`src/rtl/vend_motor_driver.sv`:
```
// vend_motor_driver: steps one of two 4-coil unipolar steppers for a vend.
// A go pulse with a valid code runs the selected motor a fixed number of
// step phases, holds the final coil pattern, then de-energises and pulses done.
// Optional macro VEND_HALF_STEP_EN selects an 8-phase half-step sequence
// in place of the default 4-phase wave drive.
module vend_motor_driver #(
  parameter int STEP_DIV       = 250000,
  parameter int STEPS_PER_VEND = 512,
  parameter int HOLD_CYC       = 50000
) (
  input  logic       clk,
  input  logic       rst_n,
  input  logic       go,
  input  logic [1:0] code,
  input  logic       abort,
  output logic [7:0] coils,
  output logic       busy,
  output logic       done,
  output logic       err
);

`ifdef VEND_HALF_STEP_EN
  localparam int NUM_PHASES = 2 * STEPS_PER_VEND;
  localparam int PH_W       = 3;
`else
  localparam int NUM_PHASES = STEPS_PER_VEND;
  localparam int PH_W       = 2;
`endif

  // One down-counter serves as step prescaler in RUN and hold timer in HOLD.
  localparam int CNT_MAX = (STEP_DIV > HOLD_CYC) ? STEP_DIV : HOLD_CYC;
  localparam int PW      = $clog2(CNT_MAX + 1);
  localparam int SW      = $clog2(NUM_PHASES + 1);

  localparam logic [PW-1:0] STEP_RELOAD = PW'(STEP_DIV - 1);
  localparam logic [PW-1:0] HOLD_RELOAD = PW'(HOLD_CYC - 1);
  localparam logic [SW-1:0] LAST_STEP   = SW'(NUM_PHASES - 1);

  typedef enum logic [1:0] {IDLE, RUN, HOLD, DONE} state_t;

  state_t          state_q, state_d;
  logic [PW-1:0]   presc_q, presc_d;
  logic [SW-1:0]   step_q,  step_d;
  logic [PH_W-1:0] phase_q, phase_d;
  logic            sel_q,   sel_d;
  logic [7:0]      coils_q, coils_d;
  logic            busy_q,  busy_d;
  logic            done_q,  done_d;
  logic            err_q,   err_d;

  // Coil pattern for a given phase index, coil A in bit 0.
  function automatic logic [3:0] phase_pat(input logic [PH_W-1:0] ph);
    logic [3:0] p;
`ifdef VEND_HALF_STEP_EN
    case (ph)
      3'd0:    p = 4'b0001;
      3'd1:    p = 4'b0011;
      3'd2:    p = 4'b0010;
      3'd3:    p = 4'b0110;
      3'd4:    p = 4'b0100;
      3'd5:    p = 4'b1100;
      3'd6:    p = 4'b1000;
      default: p = 4'b1001;
    endcase
`else
    case (ph)
      2'd0:    p = 4'b0001;
      2'd1:    p = 4'b0010;
      2'd2:    p = 4'b0100;
      default: p = 4'b1000;
    endcase
`endif
    return p;
  endfunction

  // Route a nibble pattern to the selected motor; the other motor stays off.
  function automatic logic [7:0] place(input logic sel, input logic [3:0] pat);
    return sel ? {pat, 4'h0} : {4'h0, pat};
  endfunction

  // Next-state and registered-output computation for the vend sequencer.
  always_comb begin
    logic [PH_W-1:0] ph_nx;
    ph_nx   = phase_q + PH_W'(1);
    state_d = state_q;
    presc_d = presc_q;
    step_d  = step_q;
    phase_d = phase_q;
    sel_d   = sel_q;
    coils_d = coils_q;
    busy_d  = busy_q;
    done_d  = 1'b0;
    err_d   = 1'b0;
    case (state_q)
      IDLE: begin
        coils_d = 8'h00;
        busy_d  = 1'b0;
        if (go && !abort) begin
          if (code < 2'd2) begin
            sel_d   = code[0];
            phase_d = '0;
            step_d  = '0;
            presc_d = STEP_RELOAD;
            coils_d = place(code[0], phase_pat('0));
            busy_d  = 1'b1;
            state_d = RUN;
          end else begin
            err_d = 1'b1;
          end
        end
      end
      RUN: begin
        if (abort) begin
          coils_d = 8'h00;
          busy_d  = 1'b0;
          state_d = IDLE;
        end else if (presc_q == '0) begin
          step_d = step_q + SW'(1);
          if (step_q == LAST_STEP) begin
            presc_d = HOLD_RELOAD;
            state_d = HOLD;
          end else begin
            presc_d = STEP_RELOAD;
            phase_d = ph_nx;
            coils_d = place(sel_q, phase_pat(ph_nx));
          end
        end else begin
          presc_d = presc_q - PW'(1);
        end
      end
      HOLD: begin
        if (abort) begin
          coils_d = 8'h00;
          busy_d  = 1'b0;
          state_d = IDLE;
        end else if (presc_q == '0) begin
          coils_d = 8'h00;
          busy_d  = 1'b0;
          done_d  = 1'b1;
          state_d = DONE;
        end else begin
          presc_d = presc_q - PW'(1);
        end
      end
      default: begin
        coils_d = 8'h00;
        busy_d  = 1'b0;
        state_d = IDLE;
      end
    endcase
  end

  // State and output registers with asynchronous clear.
  always_ff @(posedge clk or negedge rst_n) begin
    if (!rst_n) begin
      state_q <= IDLE;
      presc_q <= '0;
      step_q  <= '0;
      phase_q <= '0;
      sel_q   <= 1'b0;
      coils_q <= 8'h00;
      busy_q  <= 1'b0;
      done_q  <= 1'b0;
      err_q   <= 1'b0;
    end else begin
      state_q <= state_d;
      presc_q <= presc_d;
      step_q  <= step_d;
      phase_q <= phase_d;
      sel_q   <= sel_d;
      coils_q <= coils_d;
      busy_q  <= busy_d;
      done_q  <= done_d;
      err_q   <= err_d;
    end
  end

  assign coils = coils_q;
  assign busy  = busy_q;
  assign done  = done_q;
  assign err   = err_q;

endmodule

```
`config.mk`:
```
export PLATFORM = sky130hd
export DESIGN_NAME = vend_motor_driver
export DESIGN_NICKNAME = d
export VERILOG_FILES = /design/src/rtl/vend_motor_driver.sv
export SDC_FILE = /design/constraint.sdc
export NUM_CORES = 1
export LEC_CHECK = 0
export BUFFER_PORTS_ARGS = -buffer_cell sky130_fd_sc_hd__buf_2
export CORE_MARGIN = 3
export CORE_UTILIZATION = 30
export CTS_CLUSTER_DIAMETER = 150
export DETAILED_ROUTE_END_ITERATION = 7
export PLACE_DENSITY = 0.44
export SYNTH_ARGS = -nofsm -noshare
export SYNTH_HDL_FRONTEND = slang
export SYNTH_SLANG_ARGS = --single-unit
```
`constraint.sdc`:
```
create_clock -name clk -period 2.9 [get_ports clk]
set_input_delay 0.29 -clock clk [delete_from_list [all_inputs] [get_ports clk]]
set_output_delay 0.29 -clock clk [all_outputs]
set_load 0.005 [all_outputs]
```
==> results.cfg, run 1 <==
[pwr]
clock_power_share_pct = 19.2
p_sw_mw = 1.09
peakVddDrop_uv = 286
swShare_pct = 42.6
p_seq_share_pct = 37.3
pwr-share-comb_pct = 43.5
cellPowerDensity_mw_per_mm2 = 819
leakage_nw = 1.30
intPower_mw = 1.47

[clock_tree]
path_clk_slew_ns = 0.09
cts.path.max_buffers = 2
cts.htree.levels = 2
root_buffer = clkbuf_8
cts_tree = yes
cts_made_buffers = 5
post-cts-setup-buffers = 0
cts.sinks = 44
clock_latency_ns = 0.31

[finish]
fin_area_mm2 = 0.00313
mostFrequentLayoutCell = dfrtp_1
area_growth_pct = 14.0
drive_gt1_share_pct = 16.1
nets = 339
diodes = 0
seq_area_mm2 = 0.00110
n_fill_cell = 923
multi_input_area_mm2 = 0.00154
layout_common_cells = 44 x dfrtp_1, 31 x a21oi_1, 17 x o21ai_0

[grt]
grt_max_degree = 45
grt_pass1_wl_um = 12200
grt-ovfl-total = 0
grt.total_usage_pct = 14.8
grt_pass1_vias = 2436
grt_antenna_before_repair = 0

[synth]
synth_edf_count = 0
synth-seq-cells = 44
yosys_warnings = 0
synthesis.area_mm2 = 0.00275
synth.distinct_cells = 57
synth.avg_cell_area_um2 = 9.22
synth_seq_area_share_pct = 40.1
async_flop_share_pct = 100
synth_cells = 298
synth-main-ff-cell = dfrtp_1
synth_fp_nets = 315

[floorplan]
dieArea_mm2 = 0.0103
rows = 34
die_w_um = 102
fp.coreArea_mm2 = 0.00881
start_util_pct = 31.2
num_io_pins = 17
die_y_um = 102

[routing]
ant_nets = 0
viasPerCell = 5.66
drtIter0Drc = 112
drt_first_pass_iters = 4
vias = 2441
routedWlPerCell_um = 16.7
drcViolationCount = 0
wirelength_um = 7180

[timing]
slew_headroom_pct = 31.1
whs_ns = 0.151
drv_slew = 0
fin_skew_ns = 0.00758
fin_setup_tns_ns = 0
worstMarginPinSlew_ns = 1.03
fmax_mhz = 356
rsz0062_at_grt = false
period_minus_slack_ns = 2.81
hold_violations = 0
finalSetupViolCount = 0
min_period_over_period_pct = 96.8

[worst_setup_path]
reg2reg_slack_ns = 0.09
setup.worst_path.class = flop to flop
cp.arrival_ns = 3.01
worstRegToRegCells = 5
r2r_end = presc_q[17]
endpoint_kind = flop
crit_required_ns = 3.10
critPathLaunchType = flop
r2r_start = presc_q[9]
crit_fanout = 13

[placement]
hpwl_um = 5060
io_buffers = 16
place_area_mm2 = 0.00301
gp_congestion = 0.807

[run]
max_cap_viol_count = 0

[min_path]
hold_class = primary input to asynchronous set/reset pin

[outcome]
outcome = completed
how the worst max path moves through the flow:
stage	start	end	slack (ns)	cells after the start
after global routing	presc_q[9]	coils[5]	0.01	5
after CTS	presc_q[9]	presc_q[17]	0.12	5
final	presc_q[9]	presc_q[17]	0.09	5
after floorplan	presc_q[9]	coils[4]	0.38	6
after detailed placement	presc_q[9]	presc_q[12]	0.12	5
after global placement	presc_q[9]	presc_q[12]	0.17	5
routing by layer:
metal / vias to the layer above / track usage, % / part of all wire (%)
li1: 1198 / - / -
met1: 1190 / 21.4 / 51
met2: 45 / 22.2 / 44
met3: 8 / 3.31 / 3.8
met4: 0 / 4.19 / 1.3
met5: - / 0 / 0
worst max-delay path, stage by stage (launching register included):
cell and delay (ns):
dfrtp_1 0.45, or4_4 0.60, or4_4 0.62, o41ai_4 0.53
o21ai_1 0.13, a221o_1 0.36
cells in the mapped netlist, drive strengths merged (8+ instances only):
master | number | share of area (%)
o21ai | 24 | 4.4
inv | 15 | 2.0
ha | 11 | 5.0
a21oi | 33 | 6.2
dfrtp | 44 | 40
clkbuf | 8 | 1.1
nor3 | 11 | 2.0
nand2 | 14 | 1.9
or4 | 15 | 4.4
nor2 | 10 | 1.5
o31ai | 13 | 3.7
nand4 | 10 | 2.3
power by group through the flow:
stage,logic (mW),registers [mW],clock network [mW]
2_1_floorplan,0.799,0.921,0
3_3_place_gp,1.10,0.968,0
3_5_place_dp,1.11,0.965,0
4_1_cts,1.11,0.956,0.508
5_1_grt,1.25,0.988,0.531
6_report,1.11,0.957,0.492
metrics by stage:
step                setup WS [ns]  power (mW)  utilization [%]  std cells
floorplan                   0.382        1.72                -        298
global placement            0.169        2.07             34.2        423
detailed placement          0.118        2.07             34.2        423
CTS                         0.118        2.57             35.5        431
global route               0.0145        2.77             35.6        431
finish                     0.0916        2.56             35.6        431
flip-flops by register name, summed over array words and instances (netlist names), 2 cells and up:
signal	count
state_q	2
coils	8
phase_q	2
presc_q	18
step_q	10
cells by family after synthesis:
kind of cell,Yosys count,synth area share [%]
muxes,4,1.69
adders and majority gates,11,5.01
and+or+nand+nor,102,22.9
DFF,44,40.1
buffers and inverters,29,4.37
AOI/OAI and AO/OA,107,25.6
xor gates and xnor gates,1,0.319
what timing repair did:
action | CTS | global route
gates resized for setup | 0 | 2
endpoints found under the setup margin | 0 | 10
hold buffers | 0 | 0
area by class of cell:
type | count | area share (%)
Clock buffer | 5 | 2.20
Tap cell | 108 | 4.31
Timing Repair Buffer | 31 | 6.15
Sequential cell | 44 | 35.2
Clock inverter | 3 | 1.36
Multi-Input combinational cell | 225 | 49.0
Inverter | 15 | 1.80
Power figures use the tool's default switching activity.
==> inputs of run 2 (changes only) <==
CELL_PAD_IN_SITES_DETAIL_PLACEMENT = 1   (was unset)
CELL_PAD_IN_SITES_GLOBAL_PLACEMENT = 1   (was unset)
PLACE_DENSITY = 0.54   (was 0.44)
clock period = 2.6 ns   (was 2.9 ns; I/O delays follow)
==> run 2 against run 1 <==
Compared with the run above:
- fmax up 13%
- highest routed layer unchanged
- design area rose by 5.1%
- global-route usage rose by 1.5 points
- non-clock buffer count is 17 higher
- cell count rose by 3.7%
- critical path depth rose by 2
- core utilization up 1.8 points
- sequential power up 11%
- largest cell class unchanged
==> results.cfg, run 2 (synthesis results as in run 1) <==
[floorplan]
dieArea_mm2 = 0.0103
fp.coreArea_mm2 = 0.00881
die_y_um = 102
die_w_um = 102
rows = 34
start_util_pct = 31.2
num_io_pins = 17

[worst_setup_path]
slowest_delay_ns = 0.60
critical_path.cell_chain = or4_4 > buf_4 > nor4_4 > buf_6 > a31oi_1 > or4b_1 > a21oi_1
endpoint_kind = flop
reg2reg_slack_ns = 0.12
crit_fanout = 10
crit_required_ns = 2.83
crit_path_top_delay_cell = or4b_1
cp.arrival_ns = 2.71
r2r_start = presc_q[9]
critPathLaunchType = flop
worstRegToRegCells = 7
r2r_end = coils[7]
setup.worst_path.class = flop to flop

[finish]
fin_area_mm2 = 0.00329
largest_reg_flops = 18
area_growth_pct = 19.9
mostFrequentLayoutCell = dfrtp_1
largest-register = presc_q
drive_gt1_share_pct = 20.6
nets = 356
diodes = 0
layout_common_cells = 44 x dfrtp_1, 31 x a21oi_1, 30 x buf_4
final_cells = 447

[timing]
drv_slew = 0
worstMarginPinSlew_ns = 0.650
fin_skew_ns = 0.00775
min_period_over_period_pct = 95.4
period_minus_slack_ns = 2.48
rsz0062_at_grt = false
finalSetupViolCount = 0
fmax_mhz = 403
hold_violations = 0
slew_headroom_pct = 56.4

[grt]
grt_util_met1_pct = 22.1
grt-ovfl-total = 0
grt_max_degree = 25
use_met2_pct = 27.4
grt.total_usage_pct = 16.3
grt_antenna_before_repair = 0
gr-usage-met3_pct = 2.55
busiest_layer = met2
grt_pass1_wl_um = 13400
grt_pass1_vias = 2611

[outcome]
outcome = completed

[routing]
wirelength_um = 7820
drcViolationCount = 0
vias = 2543
viasPerCell = 5.69
drt_first_pass_iters = 4
drtIter0Drc = 64
routedWlPerCell_um = 17.5
ant_nets = 0

[clock_tree]
root_buffer = clkbuf_8
cts.path.max_buffers = 2
cts_tree = yes
clock_latency_ns = 0.31
cts.sinks = 44
cts_made_buffers = 5
path_clk_slew_ns = 0.09
cts.htree.levels = 2

[min_path]
hold_class = primary input to flop
hold_start = code[0]
whs_path_depth = 3
worstHoldEndpoint = sel_q

[placement]
gp_congestion = 0.828
hpwl_um = 5810
dp_cells = 436
place_area_mm2 = 0.00311
io_buffers = 16

[run]
max_cap_viol_count = 0

[pwr]
peakVddDrop_uv = 241
cellPowerDensity_mw_per_mm2 = 931
leakage_nw = 1.39
==> run 2: per-layer routing <==
layer	up-vias	part of all wire, %
met4	0	1.0
met3	5	2.1
met5	-	0
met2	25	47
met1	1281	50
li1	1232	-
==> run 2: worst max-delay path by stage <==
stage                           from     endpoint  cells after the start
after floorplan           presc_q[9]     coils[4]                      6
after global placement    presc_q[9]    step_q[9]                      7
after detailed placement  presc_q[9]    step_q[4]                      7
after CTS                 presc_q[9]     coils[6]                      7
after global routing      presc_q[9]  presc_q[17]                      6
final                     presc_q[9]     coils[7]                      7
==> run 2: metrics by stage <==
step | hold WS, ns | util, % | power (mW) | worst slack (ns) | setup TNS, ns
after floorplan | -0.0356 | - | 1.92 | 0.0816 | 0
after global placement | 0.297 | 35.3 | 2.39 | -0.0123 | -0.0363
after detailed placement | 0.297 | 35.3 | 2.41 | -0.0557 | -0.352
after CTS | 0.183 | 36.9 | 3.06 | 0.0125 | 0
after global routing | 0.211 | 37.4 | 3.31 | 0.0127 | 0
final | 0.187 | 37.4 | 3.06 | 0.120 | 0
==> run 2: where the power goes <==
part           internal (mW)  switching (mW)
registers              0.866           0.198
logic                  0.567           0.791
clock network          0.379           0.263
==> run 2: worst max-delay path, delay by kind of cell (launching register included) <==
kind	cells	cell delay (ns)
buf+inv	2	0.35
flops	1	0.38
simple gates	3	1.35
compound gates	2	0.32
==> run 2: final cells by class <==
class                           instances  area (µm²)
Sequential cell                        44        1100
Clock buffer                            5        68.8
Clock inverter                          2        60.1
Fill cell                            1036        5510
Timing Repair Buffer                   48         327
Multi-Input combinational cell        225        1540
Inverter                               15        56.3
Tap cell                              108         135
==> run 2: repair_timing <==
action,CTS,global route
hold buffers,1,0
endpoints found under the setup margin,7,22
setup buffers,0,3
hold endpoints to repair,23,0
resized for setup,1,5
pin swaps,0,1
==> inputs of run 3 (changes only) <==
BUFFER_PORTS_ARGS = unset   (was -buffer_cell sky130_fd_sc_hd__buf_2)
DONT_BUFFER_PORTS = 1   (was unset)
PLACE_DENSITY = 0.52   (was 0.54)
==> run 3 against run 2 <==
Compared with the run above:
- clock skew rose by 0.00053 ns
- clock-buffer cell count did not move
- combinational power barely moved
- design area fell by 2.2%
- power fell by 2.5%
- via count fell by 2.8%
- register-to-register slack improved by 0.02 ns
- global-route usage rose by 0.34 points
- fmax rose by 0.90%
- hold slack got worse by 0.11 ns
- flip-flop and latch count did not move
- largest power group unchanged
==> results.cfg, run 3 (synthesis results as in run 1) <==
[outcome]
outcome = completed

[floorplan]
start_util_pct = 31.2
dieArea_mm2 = 0.0103
num_io_pins = 17
rows = 34
die_y_um = 102
fp.coreArea_mm2 = 0.00881
die_w_um = 102

[grt]
grt-ovfl-total = 0
grt_pass1_vias = 2711
grt_antenna_before_repair = 0
grt_max_degree = 45
grt_pass1_wl_um = 13800
grt.total_usage_pct = 16.7

[clock_tree]
root_buffer = clkbuf_8
clock_latency_ns = 0.31
path_clk_slew_ns = 0.09
cts_tree = yes
cts.path.max_buffers = 2
post-cts-setup-buffers = 0
cts.sinks = 44
cts.htree.levels = 2
cts_made_buffers = 5

[finish]
post-route-util_pct = 36.6
drive_gt1_share_pct = 16.1
layout_common_cells = 44 x dfrtp_1, 31 x a21oi_1, 26 x buf_4
area_growth_pct = 17.2
nets = 338
largest-register = presc_q
mostFrequentLayoutCell = dfrtp_1
diodes = 0
largest_reg_flops = 18

[timing]
period_minus_slack_ns = 2.46
fmax_mhz = 407
whs_ns = 0.0782
finalSetupViolCount = 0
min_period_over_period_pct = 94.6
worstMarginPinSlew_ns = 0.755
drv_slew = 0
fin_setup_tns_ns = 0
rsz0062_at_grt = false
slew_headroom_pct = 49.5
hold_violations = 0
fin_skew_ns = 0.00827

[routing]
drcViolationCount = 0
ant_nets = 0
vias = 2471
drtIter0Drc = 106
viasPerCell = 5.75
wirelength_um = 7770
routedWlPerCell_um = 18.1
drt_first_pass_iters = 4

[pwr]
peakVddDrop_uv = 249
leakage_nw = 1.31
total_power_mw = 2.99
cellPowerDensity_mw_per_mm2 = 928

[worst_setup_path]
crit_required_ns = 2.80
critPathLaunchType = flop
crit_fanout = 6
critical_path.cell_chain = or4_4 > or4_4 > buf_4 > o31ai_2 > buf_4 > a21oi_2 > mux2_4
setup.worst_path.class = flop to flop
crit_path_top_delay_cell = or4_4
path_buf_inv = 2
cp_top_family = simple AND/OR/NAND/NOR gates
endpoint_kind = flop
slowest_delay_ns = 0.53
cp.arrival_ns = 2.66

[placement]
io_buffers = 0
hpwl_um = 5690
gp_congestion = 0.744

[min_path]
hold_class = primary input to flop

[run]
max_cap_viol_count = 0
==> run 3: power breakdown <==
group | switching [mW] | total (mW) | leakage (nW) | internal, mW
combinational | 0.796 | 1.36 | 0.683 | 0.566
clock | 0.266 | 0.556 | 0.0583 | 0.290
sequential | 0.203 | 1.07 | 0.564 | 0.866
total | 1.27 | 2.99 | 1.31 | 1.72
==> run 3: timing repair <==
item | in CTS | in global routing
endpoints found under the hold margin | 51 | 0
hold buffers | 3 | 0
cloned | 0 | 0
endpoints found under the setup margin | 9 | 18
pin swaps | 0 | 2
gates resized for setup | 2 | 5
==> run 3: through the flow <==
stage	instances	cell area [µm²]	worst slack, ns
after global routing	430	3220	0.00382
after global placement	419	3020	-0.0261
after detailed placement	419	3020	-0.107
final	430	3220	0.142
after CTS	430	3190	0.0221
after floorplan	298	2750	0.0816
==> run 3: final timing paths <==
path,start,to,depth (start not counted),slack [ns]
max in group asynchronous,rst_n,presc_q[3],2,1.92
min reg2reg,presc_q[17],presc_q[17],1,0.54
min,code[0],sel_q,2,0.08
max,presc_q[9],coils[4],7,0.14
max reg2reg,presc_q[9],coils[4],7,0.14
min in group asynchronous,rst_n,coils[0],2,0.44
==> run 3: cell type report <==
type	count	area [µm²]
Clock buffer	5	68.8
Clock inverter	3	47.5
Fill cell	984	5590
Inverter	15	56.3
Multi-Input combinational cell	225	1560
Sequential cell	44	1100
Tap cell	108	135
Timing Repair Buffer	30	254
==> run 3: metal layers <==
layer	vias up	wire length, µm	GRT usage, %
met5	-	0	0
met4	0	82	4.29
met3	5	160	2.75
met2	21	3630	27.9
met1	1243	3900	22.3
li1	1202	-	-
